--- src/rtl/pl_reset_seq.sv ---
// ---------------------------------------------------------------------------
// pl_reset_seq
//
// Reset sequencer running on pl_clk0. It waits for the clock sources to lock,
// debounces the combined lock status, then releases the mclk-domain reset
// request first and the clk-domain reset request a fixed gap later. If a lock
// is lost after release, both requests are re-asserted, the loss is counted
// and the sequence starts again from the TCXO wait.
//
// Ports:
//   clk           pl_clk0
//   reset         asynchronous active-high reset (inverted pl_reset_n)
//   sys_reset     synchronous software restart request (level)
//   tcxo_req      1 = TCXO PLL lock is required, 0 = tcxo_locked is ignored
//   tcxo_locked   TCXO PLL lock (already synchronised)
//   clk_locked    clk ClkWiz lock (already synchronised)
//   mclk_locked   mclk ClkWiz lock (already synchronised)
//   clear_status  single-cycle pulse clearing timeout and loss_count
//   reset_req     clk-domain reset request, high = hold in reset
//   mreset_req    mclk-domain reset request, high = hold in reset
//   ready         high only in RUN
//   state         current state encoding
//   timeout       sticky flag: a WAIT state ran for TIMEOUT_CYCLES
//   loss_count    saturating count of lock losses after release
// ---------------------------------------------------------------------------
module pl_reset_seq #(
    parameter int STABLE_CYCLES  = 1000,
    parameter int GAP_CYCLES     = 16,
    parameter int TIMEOUT_CYCLES = 1000000,
    parameter int CNT_W          = 24
) (
    input  logic       clk,
    input  logic       reset,
    input  logic       sys_reset,
    input  logic       tcxo_req,
    input  logic       tcxo_locked,
    input  logic       clk_locked,
    input  logic       mclk_locked,
    input  logic       clear_status,
    output logic       reset_req,
    output logic       mreset_req,
    output logic       ready,
    output logic [2:0] state,
    output logic       timeout,
    output logic [7:0] loss_count
);

    localparam logic [2:0] S_IDLE      = 3'd0;
    localparam logic [2:0] S_WAIT_TCXO = 3'd1;
    localparam logic [2:0] S_WAIT_CLK  = 3'd2;
    localparam logic [2:0] S_STABLE    = 3'd3;
    localparam logic [2:0] S_REL_M     = 3'd4;
    localparam logic [2:0] S_RUN       = 3'd5;
    localparam logic [2:0] S_FAULT     = 3'd6;

    localparam logic [CNT_W-1:0] STABLE_LAST  = CNT_W'(STABLE_CYCLES - 1);
    localparam logic [CNT_W-1:0] GAP_LAST     = CNT_W'(GAP_CYCLES - 1);
    localparam logic [CNT_W-1:0] TIMEOUT_LAST = CNT_W'(TIMEOUT_CYCLES - 1);
    localparam logic [CNT_W-1:0] CNT_MAX      = {CNT_W{1'b1}};

    logic [2:0]       state_reg, state_next;
    logic [CNT_W-1:0] counter_reg, counter_next;
    logic             reset_req_reg, reset_req_next;
    logic             mreset_req_reg, mreset_req_next;
    logic             ready_reg, ready_next;
    logic             timeout_reg, timeout_next;
    logic [7:0]       loss_count_reg, loss_count_next;

    logic             tcxo_ok;
    logic             all_ok;
    logic [CNT_W-1:0] counter_inc;
    logic             timeout_event;
    logic             loss_event;

    assign tcxo_ok     = tcxo_locked | ~tcxo_req;
    assign all_ok      = tcxo_ok & clk_locked & mclk_locked;
    // Shared counter never wraps, so a long stall cannot re-arm the compare.
    assign counter_inc = (counter_reg == CNT_MAX) ? counter_reg
                                                  : counter_reg + CNT_W'(1);

    // State and output registers
    always_ff @(posedge clk or posedge reset) begin
        if (reset) begin
            state_reg      <= S_IDLE;
            counter_reg    <= '0;
            reset_req_reg  <= 1'b1;
            mreset_req_reg <= 1'b1;
            ready_reg      <= 1'b0;
            timeout_reg    <= 1'b0;
            loss_count_reg <= 8'd0;
        end else begin
            state_reg      <= state_next;
            counter_reg    <= counter_next;
            reset_req_reg  <= reset_req_next;
            mreset_req_reg <= mreset_req_next;
            ready_reg      <= ready_next;
            timeout_reg    <= timeout_next;
            loss_count_reg <= loss_count_next;
        end
    end

    // Next-state and counter logic
    always_comb begin
        state_next    = state_reg;
        counter_next  = counter_reg;
        timeout_event = 1'b0;
        loss_event    = 1'b0;
        if (sys_reset) begin
            state_next   = S_IDLE;
            counter_next = '0;
        end else begin
            case (state_reg)
                S_IDLE: begin
                    state_next   = S_WAIT_TCXO;
                    counter_next = '0;
                end
                S_WAIT_TCXO: begin
                    if (tcxo_ok) begin
                        state_next   = S_WAIT_CLK;
                        counter_next = '0;
                    end else begin
                        counter_next  = counter_inc;
                        timeout_event = (counter_reg == TIMEOUT_LAST);
                    end
                end
                S_WAIT_CLK: begin
                    if (all_ok) begin
                        state_next   = S_STABLE;
                        counter_next = '0;
                    end else begin
                        counter_next  = counter_inc;
                        timeout_event = (counter_reg == TIMEOUT_LAST);
                    end
                end
                S_STABLE: begin
                    // Drops before release restart the debounce; not counted as losses.
                    if (!tcxo_ok) begin
                        state_next   = S_WAIT_TCXO;
                        counter_next = '0;
                    end else if (!all_ok) begin
                        state_next   = S_WAIT_CLK;
                        counter_next = '0;
                    end else if (counter_reg == STABLE_LAST) begin
                        state_next   = S_REL_M;
                        counter_next = '0;
                    end else begin
                        counter_next = counter_inc;
                    end
                end
                S_REL_M: begin
                    if (!all_ok) begin
                        state_next   = S_FAULT;
                        counter_next = '0;
                        loss_event   = 1'b1;
                    end else if (counter_reg == GAP_LAST) begin
                        state_next   = S_RUN;
                        counter_next = '0;
                    end else begin
                        counter_next = counter_inc;
                    end
                end
                S_RUN: begin
                    if (!all_ok) begin
                        state_next   = S_FAULT;
                        counter_next = '0;
                        loss_event   = 1'b1;
                    end
                end
                S_FAULT: begin
                    state_next   = S_WAIT_TCXO;
                    counter_next = '0;
                end
                default: begin
                    state_next   = S_IDLE;
                    counter_next = '0;
                end
            endcase
        end
    end

    // Registered outputs are derived from the state being entered, so they
    // change on the same edge as the transition.
    always_comb begin
        reset_req_next  = (state_next != S_RUN);
        mreset_req_next = !((state_next == S_REL_M) || (state_next == S_RUN));
        ready_next      = (state_next == S_RUN);

        // Set/increment beats a coincident clear.
        if (timeout_event) begin
            timeout_next = 1'b1;
        end else if (clear_status) begin
            timeout_next = 1'b0;
        end else begin
            timeout_next = timeout_reg;
        end

        if (loss_event) begin
            loss_count_next = (loss_count_reg == 8'hFF) ? loss_count_reg
                                                        : loss_count_reg + 8'd1;
        end else if (clear_status) begin
            loss_count_next = 8'd0;
        end else begin
            loss_count_next = loss_count_reg;
        end
    end

    assign state      = state_reg;
    assign reset_req  = reset_req_reg;
    assign mreset_req = mreset_req_reg;
    assign ready      = ready_reg;
    assign timeout    = timeout_reg;
    assign loss_count = loss_count_reg;

endmodule

--- config.mk ---
export PLATFORM = sky130hd
export DESIGN_NAME = pl_reset_seq
export DESIGN_NICKNAME = d
export VERILOG_FILES = /design/src/rtl/pl_reset_seq.sv
export SDC_FILE = /design/constraint.sdc
export NUM_CORES = 1
export LEC_CHECK = 0
export CORE_AREA = 2 2 67 69
export CTS_BUF_LIST = sky130_fd_sc_hd__clkbuf_4 sky130_fd_sc_hd__clkbuf_8 sky130_fd_sc_hd__clkbuf_16
export DETAILED_ROUTE_END_ITERATION = 8
export DIE_AREA = 0 0 69 71
export PLACE_DENSITY = 0.88
export SETUP_SLACK_MARGIN = 0.4
export SLEW_MARGIN = 20
export SYNTH_ARGS = -nofsm -noshare
export SYNTH_HDL_FRONTEND = slang
export SYNTH_SLANG_ARGS = --single-unit
--- constraint.sdc ---
create_clock -name clk -period 2.3 [get_ports clk]
set_clock_uncertainty 0.1 [all_clocks]
set_input_delay 0.46 -clock clk [delete_from_list [all_inputs] [get_ports clk]]
set_output_delay 0.46 -clock clk [all_outputs]
set_load 0.01 [all_outputs]
==> metrics.csv, run 1 <==
metric;value;unit
outcome;completed;
PortBufs;22;
area grow syn2layout;41.1;%
LEAKAGE;0.00132;uW
# diodes;0;
largest family of logic cells by synthesized area;simple AND/OR/NAND/NOR gates;
Finished Layout Cells;381;
Setup Crit Path Kind;reg -> reg;
max reg flops;24;
flop-to-flop setup slack;0.08;ns
XOR/XNOR Fraction of Synth Area;7.92;%
Die Ht;71;um
wire length of the first global-routing pass;11.3;mm
Nets;338;
Tcrit/Tclk final;96.6;%
worst reg2reg path depth;6;
Compound-Gate Fraction of Synth Area;10.9;%
die area;4900;sq um
num ports;23;
DR vias;2422;
Core Area;4200;sq um
crit path cell chain;or3b_4, nor4_4, o31ai_2, o211a_4, or4_4, o21ai_2;
Avg Vias per Cell;6.36;
root buf cell;clkbuf_8;
total power;1710;uW
Worst Hold Class;reg -> reg;
Longest Clk Path Bufs;2;
Total GRT Usage;29.2;%
routed wire length;7.06;mm
Req. time, crit path;2.44;ns
leading cell types by total area after synthesis;dfrtp_1 40%, nor2_1 6.8%, xor2_1 4.5%;
vias in the first global route;2353;
initial antenna violation count;0;
Worst-Skew Late Latency;0.31;ns
Hold Path End;timeout$_DFFE_PP0P_;
CTS clk-pin slew, worst paths;0.08;ns
std cell rows;24;
Num CTS Buffers;5;
Cell Area, Placed;2740;sq um
Syn. warnings;0;
largest net degree at the start of global routing;40;
Die Span X;69;um
Synth Flop Type;dfrtp_1;
CP Max Fanout;5;
Worst Setup End Kind;flip-flop;
GPL Wtd Cong;0.930;
starting density of the core;55.2;%
synthesis-stage register bit count;39;
headroom to the max-slew limit;66.6;%
max-slew violation count;0;
DRC viols;0;
Max rail drop VDD;0.000476;V
fmax;450;MHz
Worst Tran Pin Value;0.500;ns
Worst Hold Depth;2;
Synth cell types;50;
ys async rst share;100;%
H-tree depth;2;
Max Cap Violations;0;
CP max stage cell;or4_4;
CP startpoint kind;flip-flop;
fraction of layout instances using a drive strength above 1;33.4;%
Post-Synth Simple-Gate Area;33.1;%
Cell Pwr Density;521;nW/um^2
Syn Std Cell Area;2320;sq um
most frequent cells in the layout;41 x buf_4, 35 x nor2_1, 34 x dfrtp_1, 23 x nand2_1;
max incr delay on CP;0.48;ns
setup_tns;0;ns
post-synthesis sequential area ratio;42.2;%
final non-filler cell area;3270;sq um
crit path DAT;2.37;ns
adder-cell share of the synthesized area;1.08;%
cell taking the most area after synthesis;dfrtp_1;
final worst path period need;2.22;ns
syn_area_per_cell;8.89;sq um
RSZ-0062 raised after global routing;true;
Placed Cells;350;
endpoints failing hold;0;
ANT nets after route;0;
top-area cell type share of the netlist area;39.9;%
commonest non-fill, non-tap cell in the layout;buf_4;
DRT Pass-1 Iters;5;
Post-synth EDFFs;0;
FF-to-FF End;counter_reg[11]$_DFFE_PP0P_;
RR Startpoint;state[1]$_DFF_PP0_;
Synth Instances;261;
syn nets;271;
GRT overflow;0;
Wirelength per Cell;18.5;um
mux share of post-synthesis cell area;0.431;%
Finish-stage setup viols;0;
CTS tree;built;
hpwl dp;3.77;mm
hold path startpoint;timeout$_DFFE_PP0P_;
DR iter-0 viols;170;
CTS sink count;39;
[layer usage]
metal	part of all wire, %	wire, um	vias to the layer above	track usage [%]
li1	-	-	1070	-
met1	36	2570	1178	32.4
met2	51	3590	129	50.4
met3	6.9	486	45	6.98
met4	5.8	408	0	18.7
met5	0	0	-	0
[synth_stat cells (2+ instances only)]
cell      instances
a311oi_1          3
xor2_1           12
ha_1              2
nand4b_1          2
a31oi_1           2
and4_1            6
a21oi_1           9
o21ai_0          10
nand2b_1          5
nand2_1          24
nand4_1          13
buf_4             2
xnor2_1           9
nor2b_1           2
and4_2            2
o21a_1            2
nor3_1            9
o31ai_1           3
dfstp_2           2
and2_1            4
clkbuf_1          4
nor4b_1           3
nand3_1          12
buf_6             3
nor2_1           42
and3_2            2
nor4_2            2
dfrtp_1          37
inv_1             5
and3_1            8
[cells by family (layout without fill, tap and decap cells)]
kind of cell / count (synthesis) / after routing
fa+ha+maj: 2 / 2
simple gates: 143 / 145
buf+inv: 16 / 81
xor+xnor: 21 / 21
mux: 1 / 1
flops: 39 / 39
compound gates: 39 / 40
[layout make-up]
cell class / instances / area (sq um)
Multi-Input combinational cell: 209 / 1500
Sequential cell: 39 / 982
Fill cell: 254 / 930
Timing Repair Buffer: 68 / 574
Clock buffer: 5 / 68.8
Clock inverter: 3 / 67.6
Tap cell: 52 / 65.1
Inverter: 5 / 18.8
[worst max-delay path, delay by kind of cell (launching register included)]
family	cells	cell delay, ns
AO/OA/AOI/OAI	3	0.37
AND/OR/NAND/NOR	3	1.29
flip-flops	1	0.40
[stage by stage]
step	setup slack (ns)	hold slack (ns)	util (%)
floorplan	0.301	0.411	-
global placement	-0.158	0.415	65.1
detailed placement	-0.179	0.419	65.1
CTS	0.251	0.438	73.9
global route	0.0561	0.466	77.9
finish	0.0781	0.464	77.9
[worst max path at each step]
stage | startpoint | end | cells after the start
after floorplan | counter_reg[21]$_DFFE_PP0P_ | counter_reg[4]$_DFFE_PP0P_ | 8
after global placement | mclk_locked | counter_reg[11]$_DFFE_PP0P_ | 7
after detailed placement | clk_locked | counter_reg[11]$_DFFE_PP0P_ | 7
after CTS | state[1]$_DFF_PP0_ | counter_reg[11]$_DFFE_PP0P_ | 6
after global routing | state[1]$_DFF_PP0_ | counter_reg[11]$_DFFE_PP0P_ | 6
final | state[1]$_DFF_PP0_ | counter_reg[11]$_DFFE_PP0P_ | 6
[power breakdown]
group / total [uW] / switching [uW] / internal, uW / leakage, uW
Combinational: 301 / 158 / 143 / 0.000722
Clock: 696 / 263 / 433 / 0.0000644
Sequential: 711 / 13.7 / 697 / 0.000531
[repair_timing]
item / in CTS / in global routing
endpoints found under the setup margin: 42 / 39
hold buffers: 0 / 0
pin swaps: 23 / 6
setup buffers: 11 / 9
gates resized for setup: 40 / 26
cloned: 3 / 0
Power figures use the tool's default switching activity.
==> run 2: changes to the inputs <==
CORE_AREA = 2 2 71 73   (was 2 2 67 69)
DIE_AREA = 0 0 73 75   (was 0 0 69 71)
PLACE_DENSITY = 0.67   (was 0.88)
==> metrics.csv, run 2 (synthesis gave the netlist of run 1 again) <==
metric;value;unit;change
max-slew violation count;0;;unchanged
Max rail drop VDD;0.000329;V;-31%
num ports;23;;unchanged
DR vias;2204;;-9.0%
# diodes;0;;unchanged
initial antenna violation count;0;;unchanged
die area;5480;sq um;+12%
CTS sink count;39;;unchanged
Total GRT Usage;22.9;%;-6.3 points
Max Cap Violations;0;;unchanged
headroom to the max-slew limit;66.4;%;-0.23 points
Finish-stage setup viols;0;;unchanged
Cell Area, Placed;2800;sq um;+2.4%
GPL Wtd Cong;0.910;;-2.1%
wire length of the first global-routing pass;9.72;mm;-14%
Nets;334;;-1.2%
Worst Setup End Kind;flip-flop;;
DRC viols;0;;unchanged
vias in the first global route;2080;;-12%
commonest non-fill, non-tap cell in the layout;buf_4;;
routed wire length;5.71;mm;-19%
RR Startpoint;counter_reg[0]$_DFFE_PP0P_;;
CP Max Fanout;12;;+7
starting density of the core;49.8;%;-5.4 points
endpoints failing hold;0;;unchanged
GRT overflow;0;;unchanged
dpl ws;-0.184;ns;-0.00449 ns
Final WS setup;0.228;ns;+0.150 ns
H-tree depth;2;;unchanged
Worst-Skew Late Latency;0.30;ns;about the same
largest net degree at the start of global routing;40;;unchanged
outcome;completed;;
Wirelength per Cell;15.1;um;-19%
LEAKAGE;0.00129;uW;-2.1%
Core Area;4660;sq um;+11%
Setup Crit Path Kind;reg -> reg;;
Placed Cells;357;;+2.0%
Tcrit/Tclk final;90.1;%;-6.5 points
fraction of layout instances using a drive strength above 1;31.7;%;-1.7 points
Die Span X;73;um;+5.8%
DR iter-0 viols;136;;-20%
std cell rows;25;;+4.2%
RSZ-0062 raised after global routing;true;;
CTS clk-pin slew, worst paths;0.09;ns;about the same
Cell Pwr Density;496;nW/um^2;-4.9%
launch point of the critical path;counter_reg[0]$_DFFE_PP0P_;;
PortBufs;22;;unchanged
area grow syn2layout;37.7;%;
fmax;483;MHz;+7.2%
hold-fix buffers at CTS;0;;unchanged
CP startpoint kind;flip-flop;;
DRT Pass-1 Iters;4;;-1
crit path DAT;2.16;ns;-0.21 ns
hold path startpoint;loss_count[2]$_DFFE_PP0P_;;
hpwl dp;3.81;mm;+0.84%
Finished Layout Cells;379;;-0.52%
CTS tree;built;;
Die Ht;75;um;+5.6%
Worst Hold Class;reg -> reg;;
most frequent cells in the layout;39 x buf_4, 36 x nor2_1, 31 x dfrtp_1, 23 x nand2_1;;
final worst path period need;2.07;ns;-0.150 ns
max reg flops;24;;unchanged
hold slack;0.425;ns;-0.0394 ns
Req. time, crit path;2.39;ns;-0.05 ns
ANT nets after route;0;;unchanged
Longest Clk Path Bufs;2;;unchanged
Worst Tran Pin Value;0.504;ns;+0.00348 ns
Num CTS Buffers;5;;unchanged
root buf cell;clkbuf_8;;
setup_tns;0;ns;unchanged
final non-filler cell area;3200;sq um;-2.4%
Avg Vias per Cell;5.82;;-8.5%
-- run 2: path summary, 6_finish.rpt --
| kind | end | slack, ns | cells after the start |
|---|---|---|---|
| setup / recovery | counter_reg[21]$_DFFE_PP0P_ | 0.23 | 8 |
| hold / removal | loss_count[2]$_DFFE_PP0P_ | 0.42 | 1 |
| setup reg to reg | counter_reg[21]$_DFFE_PP0P_ | 0.23 | 8 |
| hold reg to reg | loss_count[2]$_DFFE_PP0P_ | 0.42 | 1 |
| max in group asynchronous | counter_reg[13]$_DFFE_PP0P_ | 1.24 | 3 |
| min in group asynchronous | loss_count[3]$_DFFE_PP0P_ | 0.47 | 3 |
-- run 2: layout make-up --
class	count	area, sq um
flip-flops and latches	39	986
repair buffers	67	601
multi-input cells	206	1410
inverters	5	18.8
clock inverters	3	43.8
fillers	361	1460
well taps	54	67.6
clock buffers	5	68.8
-- run 2: metrics by stage --
step	utilization, %	power, uW
3_3_place_gp	60.2	947
5_1_grt	68.6	1650
2_1_floorplan	-	860
3_5_place_dp	60.2	946
6_report	68.6	1580
4_1_cts	67.3	1580
-- run 2: repair_timing --
item	CTS	global route
setup endpoints to repair	41	36
resized for setup	45	10
pin swaps	21	9
gates cloned	0	0
setup buffers	11	3
-- run 2: metal layers --
| layer | wire length [um] | track usage, % |
|---|---|---|
| met5 | 0 | 0 |
| met4 | 129 | 10.1 |
| met3 | 227 | 4.69 |
| met2 | 2720 | 37.1 |
| met1 | 2630 | 29.8 |
-- run 2: power breakdown --
part | total, uW | switching, uW | internal (uW)
Clock | 585 | 262 | 323
Sequential | 709 | 12.4 | 697
Combinational | 290 | 140 | 150
-- run 2: critical path, stage by stage (launching register included) --
cell and delay [ns]:
dfrtp_1 0.40, ha_2 0.19, nor4b_4 0.20, nand2_2 0.15
o31ai_2 0.29, o211a_4 0.21, and2_4 0.23, buf_12 0.15
nor2_1 0.05
